**config.mk**
```make
export PLATFORM = sky130hd
export DESIGN_NAME = baud_gen_frac
export DESIGN_NICKNAME = d
export VERILOG_FILES = /design/src/rtl/baud_gen_frac.sv
export SDC_FILE = /design/constraint.sdc
export NUM_CORES = 1
export LEC_CHECK = 0
export ABC_AREA = 1
export ABC_CLOCK_PERIOD_IN_PS = 2620
export BUFFER_PORTS_ARGS = -buffer_cell sky130_fd_sc_hd__buf_2
export CAP_MARGIN = 40
export CELL_PAD_IN_SITES_DETAIL_PLACEMENT = 0
export CELL_PAD_IN_SITES_GLOBAL_PLACEMENT = 1
export CORE_MARGIN = 2
export CORE_UTILIZATION = 45
export CTS_BUF_LIST = sky130_fd_sc_hd__clkbuf_4 sky130_fd_sc_hd__clkbuf_8
export CTS_CLUSTER_SIZE = 40
export DETAILED_ROUTE_END_ITERATION = 8
export PLACE_DENSITY_LB_ADDON = 0.15
export SLEW_MARGIN = 30
export SYNTH_ARGS = -nofsm -noshare
export SYNTH_HDL_FRONTEND = slang
export SYNTH_SLANG_ARGS = --single-unit
```
**constraint.sdc**
```tcl
create_clock -name sys_clk -period 2.62 [get_ports sys_clk]
set_clock_uncertainty 0.05 [all_clocks]
set_input_delay 0.131 -clock sys_clk [delete_from_list [all_inputs] [get_ports sys_clk]]
set_output_delay 0.131 -clock sys_clk [all_outputs]
set_load 0.02 [all_outputs]
```
**src/rtl/baud_gen_frac.sv**
```systemverilog
// Fractional baud-rate generator: oversample strobe, bit strobe and square baud clock
// from sys_clk, with a runtime divisor that is swapped in only on bit boundaries.
module baud_gen_frac #(
    parameter int DIV_W      = 16,
    parameter int FRAC_W     = 8,
    parameter int OVERSAMPLE = 16,
    parameter int DEF_INT    = 27,
    parameter int DEF_FRAC   = 32
) (
    input  logic                          sys_clk,
    input  logic                          rst_n,
    input  logic                          en,
    input  logic                          cfg_valid,
    output logic                          cfg_ready,
    input  logic [DIV_W-1:0]              cfg_int,
    input  logic [FRAC_W-1:0]             cfg_frac,
    output logic                          tick_os,
    output logic                          tick_bit,
    output logic [$clog2(OVERSAMPLE)-1:0] os_phase,
    output logic                          baud_clk
);

    localparam int OS_W = $clog2(OVERSAMPLE);
    localparam logic [OS_W-1:0] OS_LAST = OS_W'(OVERSAMPLE - 1);
    localparam logic [OS_W-1:0] OS_HALF = OS_W'(OVERSAMPLE / 2 - 1);

    function automatic logic [FRAC_W:0] frac_step(input logic [FRAC_W-1:0] acc_v,
                                                  input logic [FRAC_W-1:0] frac_v);
        return {1'b0, acc_v} + {1'b0, frac_v};
    endfunction

    logic [DIV_W-1:0]  div_int_r,  div_int_nxt_s;
    logic [FRAC_W-1:0] div_frac_r, div_frac_nxt_s;
    logic [DIV_W-1:0]  pend_int_r, pend_int_nxt_s;
    logic [FRAC_W-1:0] pend_frac_r, pend_frac_nxt_s;
    logic              pend_r, pend_nxt_s;
    logic [DIV_W-1:0]  cnt_r, cnt_nxt_s;
    logic [FRAC_W-1:0] acc_r, acc_nxt_s;
    logic              extra_r, extra_nxt_s;
    logic [OS_W-1:0]   os_cnt_r, os_cnt_nxt_s;
    logic              tick_os_r, tick_os_nxt_s;
    logic              tick_bit_r, tick_bit_nxt_s;
    logic              baud_clk_r, baud_clk_nxt_s;
    logic              cfg_ready_r, cfg_ready_nxt_s;

    logic [DIV_W:0]    period_m1_s;
    logic              period_end_s;
    logic              stall_s;
    logic              xfer_s;
    logic [FRAC_W:0]   frac_sum_s;

    // Period decode: a period lasts div_int + extra cycles; a zero divisor stalls the generator.
    always_comb begin
        period_m1_s  = {1'b0, div_int_r} + {{DIV_W{1'b0}}, extra_r} - {{DIV_W{1'b0}}, 1'b1};
        period_end_s = ({1'b0, cnt_r} == period_m1_s);
        stall_s      = (div_int_r == {DIV_W{1'b0}});
        xfer_s       = cfg_valid & cfg_ready_r;
        frac_sum_s   = frac_step(acc_r, div_frac_r);
    end

    // Next-state logic for counters, strobes, baud clock and the divisor handshake.
    always_comb begin
        div_int_nxt_s   = div_int_r;
        div_frac_nxt_s  = div_frac_r;
        pend_int_nxt_s  = pend_int_r;
        pend_frac_nxt_s = pend_frac_r;
        pend_nxt_s      = pend_r;
        cnt_nxt_s       = cnt_r;
        acc_nxt_s       = acc_r;
        extra_nxt_s     = extra_r;
        os_cnt_nxt_s    = os_cnt_r;
        tick_os_nxt_s   = 1'b0;
        tick_bit_nxt_s  = 1'b0;
        baud_clk_nxt_s  = baud_clk_r;

        if (!en) begin
            cnt_nxt_s      = {DIV_W{1'b0}};
            acc_nxt_s      = {FRAC_W{1'b0}};
            extra_nxt_s    = 1'b0;
            os_cnt_nxt_s   = {OS_W{1'b0}};
            baud_clk_nxt_s = 1'b0;
            if (pend_r) begin
                div_int_nxt_s  = pend_int_r;
                div_frac_nxt_s = pend_frac_r;
                pend_nxt_s     = 1'b0;
            end else if (xfer_s) begin
                div_int_nxt_s  = cfg_int;
                div_frac_nxt_s = cfg_frac;
            end else begin
                pend_nxt_s     = 1'b0;
            end
        end else if (stall_s) begin
            // Nothing is in flight while stalled, so a correction is applied immediately.
            if (xfer_s) begin
                div_int_nxt_s  = cfg_int;
                div_frac_nxt_s = cfg_frac;
                cnt_nxt_s      = {DIV_W{1'b0}};
                acc_nxt_s      = {FRAC_W{1'b0}};
                extra_nxt_s    = 1'b0;
            end else begin
                cnt_nxt_s      = cnt_r;
            end
        end else begin
            if (period_end_s) begin
                tick_os_nxt_s = 1'b1;
                cnt_nxt_s     = {DIV_W{1'b0}};
                {extra_nxt_s, acc_nxt_s} = frac_sum_s;
                if (os_cnt_r == OS_LAST) begin
                    os_cnt_nxt_s = {OS_W{1'b0}};
                end else begin
                    os_cnt_nxt_s = os_cnt_r + OS_W'(1);
                end
                if (os_cnt_r == OS_HALF) begin
                    baud_clk_nxt_s = 1'b1;
                end else if (os_cnt_r == OS_LAST) begin
                    baud_clk_nxt_s = 1'b0;
                end else begin
                    baud_clk_nxt_s = baud_clk_r;
                end
                if (os_cnt_r == OS_LAST) begin
                    tick_bit_nxt_s = 1'b1;
                    if (pend_r) begin
                        div_int_nxt_s  = pend_int_r;
                        div_frac_nxt_s = pend_frac_r;
                        acc_nxt_s      = {FRAC_W{1'b0}};
                        extra_nxt_s    = 1'b0;
                        pend_nxt_s     = 1'b0;
                    end else begin
                        pend_nxt_s     = 1'b0;
                    end
                end else begin
                    tick_bit_nxt_s = 1'b0;
                end
            end else begin
                cnt_nxt_s = cnt_r + DIV_W'(1);
            end
            // cfg_ready is low whenever pend is set, so a transfer here never collides with an apply.
            if (xfer_s) begin
                pend_int_nxt_s  = cfg_int;
                pend_frac_nxt_s = cfg_frac;
                pend_nxt_s      = 1'b1;
            end else begin
                pend_int_nxt_s  = pend_int_r;
            end
        end

        cfg_ready_nxt_s = ~pend_nxt_s;
    end

    // State and output registers with synchronous active-low reset.
    always_ff @(posedge sys_clk) begin
        if (!rst_n) begin
            div_int_r   <= DIV_W'(DEF_INT);
            div_frac_r  <= FRAC_W'(DEF_FRAC);
            pend_int_r  <= {DIV_W{1'b0}};
            pend_frac_r <= {FRAC_W{1'b0}};
            pend_r      <= 1'b0;
            cnt_r       <= {DIV_W{1'b0}};
            acc_r       <= {FRAC_W{1'b0}};
            extra_r     <= 1'b0;
            os_cnt_r    <= {OS_W{1'b0}};
            tick_os_r   <= 1'b0;
            tick_bit_r  <= 1'b0;
            baud_clk_r  <= 1'b0;
            cfg_ready_r <= 1'b1;
        end else begin
            div_int_r   <= div_int_nxt_s;
            div_frac_r  <= div_frac_nxt_s;
            pend_int_r  <= pend_int_nxt_s;
            pend_frac_r <= pend_frac_nxt_s;
            pend_r      <= pend_nxt_s;
            cnt_r       <= cnt_nxt_s;
            acc_r       <= acc_nxt_s;
            extra_r     <= extra_nxt_s;
            os_cnt_r    <= os_cnt_nxt_s;
            tick_os_r   <= tick_os_nxt_s;
            tick_bit_r  <= tick_bit_nxt_s;
            baud_clk_r  <= baud_clk_nxt_s;
            cfg_ready_r <= cfg_ready_nxt_s;
        end
    end

    assign tick_os   = tick_os_r;
    assign tick_bit  = tick_bit_r;
    assign os_phase  = os_cnt_r;
    assign baud_clk  = baud_clk_r;
    assign cfg_ready = cfg_ready_r;

endmodule

```
==> impl_metrics.toml, run 1 <==
[run_status]
status = "completed"

[timing]
max_freq_mhz = 410.6
hold_viol = 0
period_share = 0.9297
final.setup.tns_ns = 0
holdWs_ns = 0.01120
slew_headroom = 0.5631
worst_pin_slew_ns = 0.6553
period_needed_ns = 2.436
slew_viol_final = 0
setup_viol = 0

[clock_network]
cts-htree-levels = 3
clk_latency_ns = 0.37
cts_max_path_buffers = 2
cts.sinks = 82
cts_buffers = 9
cts_root_buf = "clkbuf_8"
cts_tree = "yes"
clk_pin_slew_worst_paths_ns = 0.08

[die]
die-area_um2 = 12140
ios = 36
fp.dieW_um = 110.2
initial_core_util = 0.4640
die_y_um = 110.2
row_count = 38
coreArea_um2 = 10940

[global_route]
overflow = 0
grt_max_degree = 32
grtUsageTotal = 0.2496
antenna_found_initial = 0
grt_pass1_vias = 4938
grt_pass1_wl_um = 23300

[setup_path]
path_buf_inv = 1
start_kind = "flop"
critPathMaxFanout = 12
path_class = "reg2reg"
slowest_stage = "dfxtp_2"
crit_family = "simple AND/OR/NAND/NOR gates"
path_cells = "inv_1 -> ha_2 -> ha_4 -> nand3_4 -> nor2_4 -> nand2_2 -> nand2_1 -> nand2_1 -> nor2_1 -> nand3_2 -> nor2_4 -> nand2_4 -> nand2_4 -> nand2_1 -> a21oi_1"
worst_ep_arrival_time_ns = 2.69
worstPathRequired_ns = 2.88
cp_common_cell = "nand2_1"
critPathCaptureType = "flop"
crit_path_max_incr_delay_ns = 0.33

[layout]
stdcell_count = 975
register_area_um2 = 1643
final_common_cell = "nand2_1"
multi_input_area_um2 = 2980
final_cell_mix = "nand2_1 (185), inv_1 (95), a21oi_1 (92)"
finalInstanceArea_um2 = 5756
fillerInstances = 1149
drive_gt1_frac = 0.1162
nets = 874
num_antenna_cells = 0
syn_to_final_growth_pct = 13.44

[detailed_routing]
drc = 0
drt-initial-drc-count = 234
firstDrtPassIters = 5
vias = 5146
drt-total-wl_um = 14220
viasPerCell = 5.278
wire_per_inst_um = 14.59
ant_nets = 0

[placed_design]
gp_congestion = 0.8971
dp_hpwl_um = 10360
io_buffers = 35
dpl.cell_count = 950
postPlaceCellArea_um2 = 5396

[run]
drv_cap = 0

[synthesis]
ys_seq_elements = 82
yosysWarnings = 0
syn-num-nets = 833
syn_area_um2 = 5074
avgSynthCellArea_um2 = 6.406
synth_edf_count = 0
synthFlopType = "dfxtp_1"
syn_inst = 792
synthArstFlopShare = 0
synth_cell_types = 37
yosysSeqAreaShare = 0.3236

[pwr]
irDropWorstVdd_uv = 278.9
powerDensity_nw_per_um2 = 458.9
leakage_nw = 2.612

[min_path]
hold_class = "in2reg"
==> flip-flops by register name (all words and copies together) (netlist names) <==
register     cells
os_phase         4
tick_bit         1
cfg_ready        1
pend_int_r      16
div_frac_r       8
pend_frac_r      8
tick_os          1
div_int_r       16
baud_clk         1
cnt_r           16
extra_r          1
pend_r           1
acc_r            8
==> synth_stat cells (all sizes together) (2+ instances only) <==
master | n | area, µm²
nor2 | 95 | 392.9
o21bai | 2 | 15.01
and2 | 2 | 12.51
ha | 12 | 150.1
nand3 | 70 | 370.4
o211ai | 3 | 22.52
nand4 | 22 | 137.6
o21a | 6 | 45.04
nor3 | 6 | 30.03
dfxtp | 82 | 1642
xnor2 | 9 | 78.83
buf | 13 | 77.58
xor2 | 15 | 131.4
a221oi | 6 | 52.55
o21ai | 39 | 202.7
or2 | 3 | 18.77
nand2 | 192 | 745.7
inv | 99 | 371.6
clkbuf | 18 | 67.56
clkinv | 2 | 7.510
a21oi | 92 | 460.4
==> repair_timing <==
item / CTS / global route
pin swaps: 0 / 7
buffers inserted: 0 / 3
gates cloned: 0 / 2
hold buffers: 7 / 0
gates resized for setup: 1 / 16
endpoints found under the setup margin: 1 / 55
endpoints found under the hold margin: 7 / 0
==> tightest hold or removal path: stages <==
cell,delay [ns]
buf_2,0.09
o21ai_0,0.07
a21oi_1,0.11
==> final timing paths <==
kind / from / depth (start not counted) / slack, ns / end
worst max-delay path: div_int_r[0] / 15 / 0.18 / div_frac_r[2]
worst min register to register: baud_clk / 2 / 0.40 / baud_clk
worst min-delay path: cfg_frac[2] / 3 / 0.01 / pend_frac_r[2]
worst max register to register: div_int_r[0] / 15 / 0.18 / div_frac_r[2]
==> report_power, final <==
part	total [mW]	leakage (nW)	internal [mW]	switching [mW]
Sequential	1.35	0.670	1.30	0.0478
Clock	0.809	0.0824	0.360	0.449
Combinational	0.484	1.86	0.174	0.311
==> layout make-up <==
class,count,share of cell area
clock inverter,1,0.0008696
timing repair buffer,60,0.07413
tap,140,0.03043
sequential,82,0.2854
multi-input combinational,579,0.5178
clock buffer,12,0.02543
inverter,101,0.06587
==> metal layers <==
layer  wire length [µm]  up-vias  global-route usage  part of all wire
li1                   -     2650                   -                 -
met1               6327     2392              0.2925              0.44
met2               7211       78              0.4544              0.51
met3                361       26             0.03410             0.025
met4                324        0              0.1036             0.023
met5                  0        -                   0                 0
==> per-stage QoR <==
step | utilization | total power, mW | setup WS [ns]
after floorplan | - | 1.701 | 0.3742
after global placement | 0.4935 | 1.823 | 0.1589
after detailed placement | 0.4935 | 1.836 | 0.04159
after CTS | 0.5145 | 2.656 | 0.03515
after global routing | 0.5263 | 2.785 | -0.004815
final | 0.5263 | 2.641 | 0.1842
==> cells by family after synthesis <==
family,synth area share
simple gates,0.3393
compound gates,0.1588
buf+inv,0.1033
flops,0.3236
xor+xnor,0.04143
fa+ha+maj,0.03354
No activity file was read; power rests on OpenSTA's default activity.
==> inputs of run 2 (changes only) <==
GPL_TIMING_DRIVEN = 0   (was unset)
MAX_ROUTING_LAYER = met4   (was unset)
==> run 2 against run 1 <==
  * Clock power fell by 0.6%
  * Die area is the same
  * Sequential cell count unchanged
==> impl_metrics.toml, run 2 (same netlist as run 1, synthesis figures left out) <==
[clock_network]
cts_tree = "yes"
clk_latency_ns = 0.37
cts_root_buf = "clkbuf_8"
clk_pin_slew_worst_paths_ns = 0.08
cts_max_path_buffers = 2
cts-htree-levels = 3
cts.sinks = 82
cts_buffers = 9

[layout]
final_cell_mix = "nand2_1 (183), inv_1 (93), a21oi_1 (91)"
final_common_cell = "nand2_1"
multi_input_area_um2 = 3002
num_antenna_cells = 0
stdcell_count = 994
largest_registers = "cnt_r x16, div_int_r x16, pend_int_r x16"
register_area_um2 = 1645
syn_to_final_growth_pct = 14.65
fin_util = 0.5319
fillerInstances = 1158
drive_gt1_frac = 0.1206
nets = 894
finalInstanceArea_um2 = 5817

[die]
coreArea_um2 = 10940
fp.dieW_um = 110.2
row_count = 38
die-area_um2 = 12140
ios = 36
die_y_um = 110.2
initial_core_util = 0.4640

[pwr]
irDropWorstVdd_uv = 292.9
leakage_nw = 2.617
powerDensity_nw_per_um2 = 455.9

[global_route]
grt_pass1_wl_um = 23960
overflow = 0
grt_pass1_vias = 4869
grt_max_degree = 12
antenna_found_initial = 0
grtUsageTotal = 0.2681

[placed_design]
postPlaceCellArea_um2 = 5419
gp_congestion = 0.9133
dp_hpwl_um = 11270
dpl.cell_count = 966
io_buffers = 34

[run]
drv_cap = 0

[setup_path]
start_kind = "flop"
critPathCaptureType = "flop"
worst_ep_arrival_time_ns = 2.68
critPathMaxFanout = 10
path_class = "reg2reg"
worstPathRequired_ns = 2.87

[timing]
slew_headroom = 0.6072
max_freq_mhz = 412.2
hold_viol = 0
period_needed_ns = 2.426
rsz0062_at_grt = "false"
worst_pin_slew_ns = 0.5892
period_share = 0.9259
slew_viol_final = 0
holdWs_ns = 0.01235
setup_viol = 0

[detailed_routing]
drc = 0
drt-initial-drc-count = 313
firstDrtPassIters = 5
wire_per_inst_um = 14.84
vias = 5263
viasPerCell = 5.295
drt-total-wl_um = 14750
ant_nets = 0

[min_path]
hold_class = "in2reg"

[run_status]
status = "completed"
## run 2: final cells by class
class	instances	share of cell area
Inverter	101	0.06518
Multi-Input combinational cell	578	0.5160
Buffer	31	0.02624
Timing Repair Buffer	50	0.05377
Tap cell	140	0.03011
Clock inverter	1	0.0008604
Sequential cell	82	0.2829
Clock buffer	11	0.02495
## run 2: routing by layer
| layer | track usage | part of all wire |
|---|---|---|
| met1 | 0.3394 | 0.46 |
| met2 | 0.4378 | 0.47 |
| met3 | 0.03998 | 0.041 |
| met4 | 0.09375 | 0.023 |
| met5 | - | 0 |
## run 2: final timing paths
check / startpoint / end / depth (start not counted) / slack [ns]
worst max-delay path: div_int_r[0] / div_int_r[8] / 16 / 0.19
worst min-delay path: cfg_int[6] / pend_int_r[6] / 3 / 0.01
worst max register to register: div_int_r[0] / div_int_r[8] / 16 / 0.19
worst min register to register: baud_clk / baud_clk / 2 / 0.40
## run 2: critical path: stages (launching register included)
cell	delay [ns]
dfxtp_4	0.37
inv_2	0.07
ha_4	0.16
ha_4	0.15
nand3_4	0.13
nor2_4	0.19
nand2_2	0.09
nand2_1	0.07
nand2_1	0.06
nor2_2	0.10
nand3_2	0.14
nor2_4	0.18
nand2_4	0.12
nand2_8	0.12
buf_6	0.14
nand2_1	0.07
a21oi_1	0.14
## run 2: through the flow
step	worst slack, ns	power [mW]	setup TNS, ns
after floorplan	0.3742	1.701	0
after global placement	-0.1429	1.836	-1.644
after detailed placement	-0.1588	1.844	-1.859
after CTS	0.01515	2.658	0
after global routing	0.01220	2.799	0
final	0.1942	2.652	0
## run 2: what timing repair did
action / 4_1_cts / 5_1_grt
pin swaps: 2 / 7
endpoints found under the setup margin: 30 / 63
setup buffers: 0 / 7
resized for setup: 6 / 22
hold endpoints to repair: 9 / 0
hold buffers: 9 / 0
## run 2: power breakdown
group / leakage (nW) / internal [mW] / switching (mW)
clock: 0.0804 / 0.359 / 0.445
sequential: 0.670 / 1.30 / 0.0491
combinational: 1.87 / 0.178 / 0.321
==> inputs of run 3 (changes only) <==
--- a/config.mk
+++ b/config.mk
@@ -25 +25,2 @@
 export SYNTH_SLANG_ARGS = --single-unit
+export TNS_END_PERCENT = 5
==> constraint.sdc (replaced) <==
create_clock -name sys_clk -period 2.62 [get_ports sys_clk]
set_clock_uncertainty 0.05 [all_clocks]
set_input_delay 0 -clock sys_clk [delete_from_list [all_inputs] [get_ports sys_clk]]
set_output_delay 0 -clock sys_clk [all_outputs]
set_load 0.02 [all_outputs]
==> run 3 against run 2 <==
  * Global-route usage is 0.27 points higher
  * Highest routed layer unchanged
  * Utilization increased by 1.1 points
  * Non-clock buffer count increased by 12
  * Combinational power is 3% higher
  * Sequential share of layout area fell by 0.56 points
  * Die area unchanged
  * Power increased by 0.68%
  * Fmax shrank 1.1%
  * Sequential power about the same
  * Worst setup slack lost 0.027 ns
  * Critical path type unchanged
  * First-iteration DRC count decreased by 9.3%
  * Critical path depth stayed put
==> impl_metrics.toml, run 3 (same netlist as run 1, synthesis figures left out) <==
[layout]
finalInstanceArea_um2 = 5934
largest_registers = "cnt_r x16, div_int_r x16, pend_int_r x16"
drive_gt1_frac = 0.1143
syn_to_final_growth_pct = 16.97
nets = 906
final_cell_mix = "nand2_1 (183), inv_1 (94), a21oi_1 (92)"
fin_util = 0.5427
num_antenna_cells = 0
final_common_cell = "nand2_1"

[pwr]
irDropWorstVdd_uv = 292.8
leakage_nw = 2.669
powerDensity_nw_per_um2 = 449.9

[placed_design]
dp_hpwl_um = 11270
gp_congestion = 0.9133
postPlaceCellArea_um2 = 5419
io_buffers = 34

[setup_path]
critPathMaxFanout = 10
path_cells = "inv_1 -> ha_4 -> ha_4 -> nand3_4 -> nor2_4 -> nand2_1 -> nand2_1 -> nand2_1 -> nor2_1 -> nand3_2 -> nor2_4 -> nand2_4 -> nand2_8 -> buf_6 -> nand2_1 -> a21oi_1"
r2r-end = "div_int_r[8]"
r2r-start = "div_int_r[0]"
start_kind = "flop"
slowest_stage = "dfxtp_4"
critPathCaptureType = "flop"
crit_path_max_incr_delay_ns = 0.37
worst_ep_arrival_time_ns = 2.71
r2r_setup_slack_ns = 0.17
worstPathRequired_ns = 2.87
crit_family = "simple AND/OR/NAND/NOR gates"
path_class = "reg2reg"
reg2reg_depth = 16
path_buf_inv = 2
cp_common_cell = "nand2_1"

[clock_network]
cts-htree-levels = 3
cts_buffers = 9
cts.sinks = 82
clk_latency_ns = 0.37
cts_root_buf = "clkbuf_8"
cts_max_path_buffers = 2
clk_pin_slew_worst_paths_ns = 0.08
cts_tree = "yes"

[detailed_routing]
drt-initial-drc-count = 284
ant_nets = 0
drt-total-wl_um = 14830
drc = 0
firstDrtPassIters = 4
viasPerCell = 5.262
vias = 5294
wire_per_inst_um = 14.74

[min_path]
holdPathStages = 5
hold_path.startpoint = "en"
min_to = "pend_r"
hold_class = "in2reg"

[global_route]
overflow = 0
grt_pass1_vias = 4930
grtUsageTotal = 0.2708
antenna_found_initial = 0
grt_max_degree = 12
grt_pass1_wl_um = 24210

[run_status]
status = "completed"

[timing]
period_needed_ns = 2.453
worst_pin_slew_ns = 0.5934
slew_viol_final = 0
rsz0062_at_grt = "false"
period_share = 0.9363
hold_viol = 0
setup_viol = 0
final.setup.tns_ns = 0
slew_headroom = 0.6044
max_freq_mhz = 407.7

[run]
drv_cap = 0

[die]
row_count = 38
die_y_um = 110.2
fp.dieW_um = 110.2
ios = 36
coreArea_um2 = 10940
initial_core_util = 0.4640
die-area_um2 = 12140
## run 3: cell count changes in the layout (fill, tap and decap cells not counted), sizes merged
cell,previous run,this run
buf,55,53
dlygate4sd3,9,23
## run 3: how the worst max path moves through the flow
| stage | startpoint | cells after the start | endpoint |
|---|---|---|---|
| 4_1_cts | div_int_r[0] | 16 | div_int_r[8] |
| 2_1_floorplan | div_int_r[0] | 16 | div_frac_r[0] |
| 3_3_place_gp | div_int_r[0] | 15 | acc_r[3] |
| 6_report | div_int_r[0] | 16 | div_int_r[8] |
| 3_5_place_dp | div_int_r[0] | 14 | acc_r[1] |
| 5_1_grt | div_int_r[5] | 14 | div_frac_r[0] |
## run 3: per-stage QoR
| step | power, mW | setup slack [ns] | cells | hold WS [ns] |
|---|---|---|---|---|
| floorplan | 1.701 | 0.3742 | 792 | 0.1410 |
| finish | 2.670 | 0.1670 | 1006 | 0.004756 |
| global route | 2.813 | 0.003205 | 1006 | 0.01423 |
| global placement | 1.836 | -0.1429 | 966 | 0.2486 |
| CTS | 2.673 | -0.006463 | 1001 | 0.008937 |
| detailed placement | 1.844 | -0.1588 | 966 | 0.2583 |
## run 3: final cells by class
class	instances	area, µm²
repair buffers	62	437.9
flip-flops and latches	82	1645
inverters	101	379.1
plain buffers	31	148.9
clock inverters	1	5.005
well taps	140	175.2
clock buffers	11	145.1
fillers	1142	5001
multi-input cells	578	2998
## run 3: what timing repair did
item | CTS | global route
buffers inserted | 0 | 5
gates resized for setup | 5 | 20
pin swaps | 0 | 6
setup endpoints to repair | 30 | 63
hold buffers | 23 | 0
hold endpoints to repair | 23 | 0
## run 3: report_power, final
part,internal [mW],switching (mW)
Combinational,0.189,0.324
Clock,0.359,0.449
Sequential,1.30,0.0484
## run 3: routing by layer
metal,vias up,track usage,wire length [µm]
met3,28,0.03998,425
li1,2706,-,-
met2,96,0.4430,7075
met1,2464,0.3426,7023
met5,-,-,0
met4,0,0.09375,303
## run 3: worst min-delay path, cell delays in order
cell     delay, ns
buf_2         0.13
nand2_1       0.06
inv_1         0.04
nand2_2       0.08
a21oi_1       0.06
